===== src/rtl/cache_pkg.sv =====
// Cache-side shared definitions: arbiter states and the dcache burst counter helper.
package cache_pkg;

    typedef enum logic [1:0] {
        ARB_IDLE   = 2'd0,
        ARB_DSERVE = 2'd1,
        ARB_ISERVE = 2'd2
    } arb_state_t;

    localparam int DBURST_W = 8;

    // Saturating increment so a very long dcache run cannot wrap back to zero.
    function automatic logic [DBURST_W-1:0] sat_inc(input logic [DBURST_W-1:0] v);
        return (&v) ? v : v + DBURST_W'(1);
    endfunction

endpackage


===== src/rtl/cpu_types_pkg.sv =====
// Shared CPU-side types: the RAM word and the RAM handshake state.
package cpu_types_pkg;

    typedef logic [31:0] word_t;

    typedef enum logic [1:0] {
        FREE   = 2'd0,
        BUSY   = 2'd1,
        ACCESS = 2'd2,
        ERROR  = 2'd3
    } ramstate_t;

endpackage


===== src/rtl/mem_arbiter_perf.sv =====
// Grant/conflict event counters for mem_arbiter; 32-bit, wrapping, cleared by RST.
module mem_arbiter_perf
    import cpu_types_pkg::*;
(
    input  logic  CLK,
    input  logic  RST,
    input  logic  d_done,
    input  logic  i_done,
    input  logic  conflict,
    output word_t dgrant_cnt,
    output word_t igrant_cnt,
    output word_t conflict_cnt
);

    logic [2:0] evt;

    assign evt = {conflict, i_done, d_done};

    generate
        for (genvar gi = 0; gi < 3; gi++) begin : g_cnt
            word_t cnt_reg;
            always_ff @(posedge CLK) begin
                if (RST) begin
                    cnt_reg <= '0;
                end else if (evt[gi]) begin
                    cnt_reg <= cnt_reg + 32'd1;
                end
            end
        end
    endgenerate

    assign dgrant_cnt   = g_cnt[0].cnt_reg;
    assign igrant_cnt   = g_cnt[1].cnt_reg;
    assign conflict_cnt = g_cnt[2].cnt_reg;

endmodule


===== src/rtl/mem_arbiter.sv =====
// Arbitrates icache and dcache onto the single-ported RAM, dcache first with a burst guard.
// Optional counters are built only when MEMARB_PERF_EN is defined.
module mem_arbiter
    import cpu_types_pkg::*;
    import cache_pkg::*;
#(
    parameter int MAX_DBURST = 4
) (
    input  logic      CLK,
    input  logic      RST,
    input  logic      dREN,
    input  logic      dWEN,
    input  word_t     daddr,
    input  word_t     dstore,
    output logic      dwait,
    output word_t     dload,
    input  logic      iREN,
    input  word_t     iaddr,
    output logic      iwait,
    output word_t     iload,
    output logic      ramREN,
    output logic      ramWEN,
    output word_t     ramaddr,
    output word_t     ramstore,
    input  word_t     ramload,
    input  ramstate_t ramstate
`ifdef MEMARB_PERF_EN
    ,
    output word_t     dgrant_cnt,
    output word_t     igrant_cnt,
    output word_t     conflict_cnt
`endif
);

    arb_state_t          state_reg;
    logic [DBURST_W-1:0] dburst_reg;
    logic [DBURST_W:0]   dburst_sum;
    logic                dreq;
    logic                access;
    logic                d_done;
    logic                i_done;
    logic                guard_hit;

    assign dreq       = dREN | dWEN;
    assign access     = (ramstate == ACCESS);
    assign d_done     = (state_reg == ARB_DSERVE) & dreq & access;
    assign i_done     = (state_reg == ARB_ISERVE) & iREN & access;
    assign dburst_sum = {1'b0, dburst_reg} + (DBURST_W + 1)'(1);
    assign guard_hit  = int'(dburst_sum) >= MAX_DBURST;

    always_ff @(posedge CLK) begin
        if (RST) begin
            state_reg  <= ARB_IDLE;
            dburst_reg <= '0;
        end else begin
            case (state_reg)
                ARB_IDLE: begin
                    dburst_reg <= '0;
                    if (dreq)      state_reg <= ARB_DSERVE;
                    else if (iREN) state_reg <= ARB_ISERVE;
                end
                ARB_DSERVE: begin
                    if (!dreq) begin
                        state_reg <= ARB_IDLE;
                    end else if (access) begin
                        // Hand the RAM to a waiting icache once the dcache has had its run.
                        if (iREN && guard_hit) begin
                            state_reg  <= ARB_ISERVE;
                            dburst_reg <= '0;
                        end else begin
                            dburst_reg <= sat_inc(dburst_reg);
                        end
                    end
                end
                ARB_ISERVE: begin
                    if (!iREN) begin
                        state_reg <= ARB_IDLE;
                    end else if (access) begin
                        dburst_reg <= '0;
                        if (dreq) state_reg <= ARB_DSERVE;
                    end
                end
                default: begin
                    state_reg  <= ARB_IDLE;
                    dburst_reg <= '0;
                end
            endcase
        end
    end

    always_comb begin
        ramREN   = 1'b0;
        ramWEN   = 1'b0;
        ramaddr  = '0;
        ramstore = '0;
        dwait    = 1'b1;
        iwait    = 1'b1;
        dload    = '0;
        iload    = '0;
        case (state_reg)
            ARB_DSERVE: begin
                ramaddr  = daddr;
                ramstore = dstore;
                ramWEN   = dWEN;
                ramREN   = dREN & ~dWEN;
                dwait    = ~d_done;
                dload    = ramload;
            end
            ARB_ISERVE: begin
                ramaddr = iaddr;
                ramREN  = iREN;
                iwait   = ~i_done;
                iload   = ramload;
            end
            default: ;
        endcase
    end

`ifdef MEMARB_PERF_EN
    logic conflict;

    assign conflict = ((state_reg == ARB_DSERVE) & iREN) | ((state_reg == ARB_ISERVE) & dreq);

    mem_arbiter_perf u_perf (
        .CLK          (CLK),
        .RST          (RST),
        .d_done       (d_done),
        .i_done       (i_done),
        .conflict     (conflict),
        .dgrant_cnt   (dgrant_cnt),
        .igrant_cnt   (igrant_cnt),
        .conflict_cnt (conflict_cnt)
    );
`endif

endmodule


===== config.mk =====
export PLATFORM = sky130hd
export DESIGN_NAME = mem_arbiter
export DESIGN_NICKNAME = d
export VERILOG_FILES = /design/src/rtl/cache_pkg.sv /design/src/rtl/cpu_types_pkg.sv /design/src/rtl/mem_arbiter_perf.sv /design/src/rtl/mem_arbiter.sv
export SDC_FILE = /design/constraint.sdc
export NUM_CORES = 1
export LEC_CHECK = 0
export CORE_AREA = 2 2 103 105
export DETAILED_ROUTE_END_ITERATION = 8
export DIE_AREA = 0 0 105 107
export DONT_BUFFER_PORTS = 1
export PLACE_DENSITY = 0.33
export SYNTH_ARGS = -nofsm -noshare
export SYNTH_HDL_FRONTEND = slang
export SYNTH_SLANG_ARGS = --single-unit

===== constraint.sdc =====
create_clock -name CLK -period 2.7 [get_ports CLK]
set_clock_uncertainty 0.1 [all_clocks]
set_input_delay 0.54 -clock CLK [delete_from_list [all_inputs] [get_ports CLK]]
set_output_delay 0.54 -clock CLK [all_outputs]
set_load 0.02 [all_outputs]

==> metrics.txt, run 1 <==
Critical Path AT 1.92 ns; Routed Antenna Nets 0; Area Growth Syn to Fin 19.97%; largest net degree at the start of global routing 46; Starting Density 18.99%; post-CTS setup buffer count 0; Period minus WS final 2.560 ns; share of the synthesized area in the top cell type 32.64%; die area 11240 µm²; pwr/cell area 810.5 nW/µm²; global placer's final weighted congestion 1.027; core footprint 10090 µm²; Synth area leader and2_1; final setup violation count 0; slowest CP cell ha_2; drt pass-1 iters 4; Reg2Reg Depth 8; critical-path cell list inv_1, ha_2, buf_4, a22oi_1, nor2b_1; Max H-tree Level 1; actual slew at the worst max-slew pin 0.5109 ns; Seq/Total Area, Yosys 10.44%; DRC 0; fmax 390.6 MHz; Rows 37; DR vias 2126; clock buffer depth 2; CTS tree built; reg2reg start state_reg[1]; GRT Total Usage 15.36%; Layout Cells excl Fill 443; max FFs per register 8; die height 107 µm; critical-path maximum fanout 29; antenna violations before repair 9; Tightest Hold Check Type input pin to flop; cell area after synthesis 1917 µm²; max_slew headroom 65.94%; total CTS buffers 3; max-cap violation count 0; Mapped Nets 430; via/cell ratio 4.799; Post-Syn Instances 290; Clock Latency Late Sink 0.24 ns; DP Wirelength 8152 µm; Reg2Reg Setup Slack 0.47 ns; pins over their slew limit 0; Nets 441; peak supply drop 0.2788 mV; clock sinks 10; wirelength, routed 9330 µm; Crit Path Class flop to output port; GR Overflow Total 0; layout cells sized above 1 14.33%; hold_sp RST; Yosys warnings 0; CTS Root Buffer Type clkbuf_8; post-CTS resize count 0; Hold Path Sink dburst_reg[2]; first-pass GRT wire length 12970 µm; CP top delay family adder cells; synthesized flop and latch total 10; Startpoint Class flop; outcome finished, final reports clean; CTS clock-pin slew for the worst setup and hold paths 0.05 ns; # IOs 267; Mapped Avg Cell Area 6.610 µm²; Die Width 105 µm; fill count 1190; IO buf count 0; # hold bufs at CTS 0; dpl cells 432; worst reg2reg endpoint dburst_reg[3]; unrepaired setup endpoints after global routing false; leakage power 0.8323 nW; drt wl/cell 21.06 µm; top cells by area, synth and2_1 (33%), a22oi_1 (13%), nor2b_1 (11%); Synth cell types 37; final hold vios 0; CP peak stage delay 0.51 ns; Tcrit/Tclk final 94.83%; Pwr Total 1.864 mW; sum of buffers and inverters on the critical path 2; vias in the first global route 1934; hold path depth 1; setup_tns 0 ns; Worst EP required 2.06 ns; Starting DRT DRC Count 57; critical path endpoint category output port
-- power breakdown --
part           internal (mW)  total, mW  leakage (nW)  switching (mW)
registers              0.163      0.178        0.0811          0.0146
clock network          0.129      0.195        0.0288          0.0663
logic                  0.496       1.49         0.722           0.995
total                  0.788       1.86         0.832            1.08
-- cell families (layout without fill, tap and decap cells) --
logic type / count (synthesis) / in the layout / share of synthesized area (%)
AOI/OAI and AO/OA: 58 / 58 / 22.13
adders and majority gates: 5 / 5 / 3.264
buffers and inverters: 29 / 39 / 6.526
DFF: 10 / 10 / 10.44
other: 0 / 7 / 0
and+or+nand+nor: 188 / 188 / 57.64
-- routing by layer --
metal	vias to the layer above	part of all wire, %	global-route usage (%)
li1	1015	-	-
met1	974	44	19.55
met2	125	44	23.01
met3	8	10	8.571
met4	4	0.80	2.476
met5	-	0.27	0
-- worst max-delay path by stage --
stage | start | end | slack [ns] | cells past startpoint
2_1_floorplan | state_reg[0] | ramaddr[11] | 0.45 | 6
3_3_place_gp | state_reg[1] | ramaddr[24] | 0.40 | 5
3_5_place_dp | state_reg[1] | ramaddr[24] | 0.37 | 5
4_1_cts | state_reg[1] | ramaddr[24] | 0.12 | 5
5_1_grt | state_reg[0] | ramaddr[8] | 0.02 | 5
6_report | state_reg[1] | ramaddr[24] | 0.14 | 5
-- metrics by stage --
step / util, % / setup slack, ns / hold slack, ns / instance area, µm²
5_1_grt: 22.76 / 0.01703 / 0.2530 / 2297
4_1_cts: 22.61 / 0.1224 / 0.2579 / 2282
2_1_floorplan: - / 0.4506 / 0.3440 / 1917
3_5_place_dp: 22.07 / 0.3734 / 0.3569 / 2227
3_3_place_gp: 22.07 / 0.4022 / 0.3524 / 2227
6_report: 22.79 / 0.1396 / 0.2646 / 2300
-- synth_stat cells --
library cell,count
inv_1,4
a221o_1,1
o221ai_1,1
a211oi_2,1
nor2b_1,33
and2_1,100
nand3_1,14
nor2_1,10
nand3b_1,3
and3_4,1
a31oi_1,3
o21ai_4,1
nand2_1,17
buf_2,1
nand2b_2,1
o21ai_1,3
o21ba_1,1
clkbuf_1,18
buf_1,3
and3_1,1
a211oi_1,2
a21oi_1,6
buf_6,1
o21ai_0,4
ha_1,5
nand2b_1,1
or2_1,1
dfxtp_1,10
a22oi_1,32
buf_4,2
o22a_1,1
nor3_1,3
o21ba_2,1
nand4_1,1
or3_1,1
nand4_2,1
a221oi_1,1
-- placed cells by master, fill, tap and decap left out --
cell | netlist | final
dfxtp_1 | 10 | 10
nand3b_1 | 3 | 3
or2_1 | 1 | 1
a21oi_1 | 6 | 6
and2_1 | 100 | 100
nand3_1 | 14 | 14
o21ba_1 | 1 | 1
o21ai_1 | 3 | 3
nand2_1 | 17 | 17
inv_1 | 4 | 4
o21ba_2 | 1 | 1
nand2b_2 | 1 | 1
a22oi_1 | 32 | 32
diode_2 | 0 | 7
o221ai_1 | 1 | 1
a31oi_1 | 3 | 3
o21ai_0 | 4 | 4
nor2b_1 | 33 | 33
buf_4 | 2 | 30
nand4_1 | 1 | 1
o22a_1 | 1 | 1
a221o_1 | 1 | 1
nand2b_1 | 1 | 1
a211oi_1 | 2 | 2
ha_2 | 0 | 2
a221oi_1 | 1 | 1
nor2_1 | 10 | 10
o21ai_4 | 1 | 1
or3_1 | 1 | 1
nor3_1 | 3 | 3
a211oi_2 | 1 | 1
buf_12 | 0 | 1
clkbuf_8 | 0 | 4
and3_1 | 1 | 1
and3_4 | 1 | 1
ha_1 | 5 | 3
nand4_2 | 1 | 1
-- final cells by class --
cell class | instances | area [µm²] | share of cell area [%]
flip-flops and latches | 10 | 200.2 | 8.705
diodes | 7 | 17.52 | 0.7617
inverters | 4 | 15.01 | 0.6529
repair buffers | 31 | 245.2 | 10.66
well taps | 136 | 170.2 | 7.399
multi-input cells | 251 | 1597 | 69.42
clock buffers | 4 | 55.05 | 2.394
Power figures use the tool's default switching activity.
==> inputs of run 2 (changes only) <==
--- a/config.mk
+++ b/config.mk
@@ -5,11 +5,12 @@
 export SDC_FILE = /design/constraint.sdc
 export NUM_CORES = 1
 export LEC_CHECK = 0
+export ABC_AREA = 1
 export CORE_AREA = 2 2 103 105
 export DETAILED_ROUTE_END_ITERATION = 8
 export DIE_AREA = 0 0 105 107
 export DONT_BUFFER_PORTS = 1
-export PLACE_DENSITY = 0.33
+export PLACE_DENSITY = 0.34
 export SYNTH_ARGS = -nofsm -noshare
 export SYNTH_HDL_FRONTEND = slang
 export SYNTH_SLANG_ARGS = --single-unit
==> run 2 against run 1 <==
Non-clock buffer count down 3. Critical path depth unchanged. Hold slack worse by 0.0040 ns.
==> metrics.txt, run 2 <==
post-CTS resize count 0 (unchanged); max FFs per register 8 (unchanged); post-CTS setup buffer count 0 (unchanged); Rows 37 (unchanged); Die Width 105 µm (unchanged); GR Overflow Total 0 (unchanged); Mapped Avg Cell Area 4.559 µm² (-31%); core footprint 10090 µm² (unchanged); ys flop type dfxtp_1; Routed Antenna Nets 0 (unchanged); Critical Path AT 1.80 ns (-0.12 ns); Clock Latency Late Sink 0.24 ns (about the same); outcome finished, final reports clean; antenna violations before repair 0 (-9); first-pass GRT wire length 12450 µm (-3.9%); Seq/Total Area, Yosys 10.03% (-0.42 points); final hold vios 0 (unchanged); Startpoint Class flop; critical-path cell list inv_1, ha_4, buf_12, nand2_1, a21oi_1; largest net degree at the start of global routing 48 (+4.3%); Starting Density 19.79% (+0.79 points); GRT Total Usage 13.93% (-1.4 points); Mapped Nets 578 (+34%); fmax 410.2 MHz (+5.0%); # hold bufs at CTS 0 (unchanged); critical path endpoint category output port; Synth area leader nand2_1; CP peak stage delay 0.41 ns (-0.10 ns); setup_tns 0 ns (unchanged); drt wl/cell 15.09 µm (-28%); final setup violation count 0 (unchanged); dpl cells 579 (+34%); top cells by count, synth nand2_1 (188), inv_1 (116), a21oi_1 (40); Nets 588 (+33%); via/cell ratio 4.392 (-8.5%); pwr/cell area 1243 nW/µm² (+53%); max-cap violation count 0 (unchanged); ant diodes 0 (-7); die area 11240 µm² (unchanged); CTS tree built; DP Wirelength 7294 µm (-11%); vias in the first global route 2123 (+9.8%); Tightest Hold Check Type input pin to flop; most common cell in the netlist nand2_1; Post-synth ARST share 0% (unchanged); DRC 0 (unchanged); Crit Path Class flop to output port; Tcrit/Tclk final 90.29% (-4.5 points); pre-CTS worst setup slack 0.4915 ns (+0.1181 ns); layout cells sized above 1 8.969% (-5.4 points); clock sinks 10 (unchanged); Starting DRT DRC Count 146 (+160%); # IOs 267 (unchanged); critical-path maximum fanout 47 (+62%); CP top delay family compound AO/OA/AOI/OAI gates; die height 107 µm (unchanged); max_slew headroom 67.20% (+1.3 points); pins over their slew limit 0 (unchanged); actual slew at the worst max-slew pin 0.4936 ns (-0.01733 ns); setup slack after layout 0.2622 ns (+0.1226 ns); Max H-tree Level 1 (unchanged); most frequent cells in the layout nand2_1 (188), inv_1 (116), a21oi_1 (40); Post-Syn Instances 438 (+51%); leakage power 1.638 nW (+97%); unrepaired setup endpoints after global routing false; peak supply drop 0.3789 mV (+36%); Yosys warnings 0 (unchanged); Post-synth EDFFs 0 (unchanged); commonest non-fill, non-tap cell in the layout nand2_1; CTS Root Buffer Type clkbuf_8; Area Growth Syn to Fin 19.17%; global placer's final weighted congestion 0.8487 (-17%); Worst EP required 2.06 ns (about the same); total CTS buffers 3 (unchanged); fill count 1232 (+3.5%); Period minus WS final 2.438 ns (-0.1226 ns); sum of buffers and inverters on the critical path 2 (unchanged); DR vias 2556 (+20%); cell area after synthesis 1997 µm² (+4.2%); IO buf count 0 (unchanged); Synth cell types 25 (-32%); share of the synthesized area in the top cell type 35.34% (+2.7 points); clock buffer depth 2 (unchanged); CTS clock-pin slew for the worst setup and hold paths 0.05 ns (about the same); Layout Cells excl Fill 582 (+31%); drt pass-1 iters 4 (unchanged); synthesized flop and latch total 10 (unchanged); wirelength, routed 8782 µm (-5.9%); slowest CP cell a21oi_1; top cells by area, synth nand2_1 (35%), inv_1 (22%), a21oi_1 (10%)
==> run 2: cell count changes in the layout (fill, tap and decap cells not counted), moves of 5 or more <==
cell | previous run | this run
a21oi_1 | 6 | 40
diode_2 | 7 | 0
buf_4 | 30 | 25
nor2b_1 | 33 | 0
nand2_1 | 17 | 188
and2_1 | 100 | 1
inv_1 | 4 | 116
a22oi_1 | 32 | 1
nor2_1 | 10 | 18
==> run 2: worst paths after layout <==
kind / startpoint / to / slack, ns / cells after the start
worst max-delay path: state_reg[1] / ramaddr[16] / 0.26 / 5
worst min-delay path: RST / dburst_reg[1] / 0.26 / 1
worst max register to register: state_reg[0] / dburst_reg[2] / 0.56 / 8
worst min register to register: dburst_reg[6] / dburst_reg[6] / 0.38 / 2
==> run 2: layer usage <==
layer	wire, µm	global-route usage (%)	up-vias
li1	-	-	1272
met4	106	2.571	0
met2	4321	22.77	134
met3	688	3.647	10
met1	3667	18.59	1140
met5	0	0	-
==> run 2: power by group <==
part	leakage [nW]	internal [mW]	switching [mW]
Clock	0.0216	0.0984	0.0659
Combinational	1.53	0.631	1.91
Sequential	0.0818	0.196	0.0578
==> run 2: cell families (layout without fill, tap and decap cells) <==
logic type,after synthesis,after routing,synth area share (%)
fa+ha+maj,5,5,3.133
buf+inv,139,147,26.38
compound gates,51,51,13.35
xor+xnor,1,1,0.4387
flops,10,10,10.02
simple gates,232,232,46.68
==> run 2: cell type report <==
class | count | area, µm² | area share, %
multi-input combinational | 289 | 1285 | 54.00
tap | 136 | 170.2 | 7.150
inverter | 116 | 435.4 | 18.30
timing repair buffer | 28 | 247.7 | 10.41
clock buffer | 3 | 41.29 | 1.735
sequential | 10 | 200.2 | 8.412
==> run 2: metrics by stage <==
step                      area, µm²  power, mW  util [%]  hold WS [ns]
after floorplan                1997      2.175         -        0.3507
after global placement         2338      2.825     23.17        0.3795
after detailed placement       2338      2.823     23.17        0.3708
after CTS                      2380      2.997     23.58        0.2570
after global routing           2380      3.223     23.58        0.2520
final                          2380      2.958     23.58        0.2606
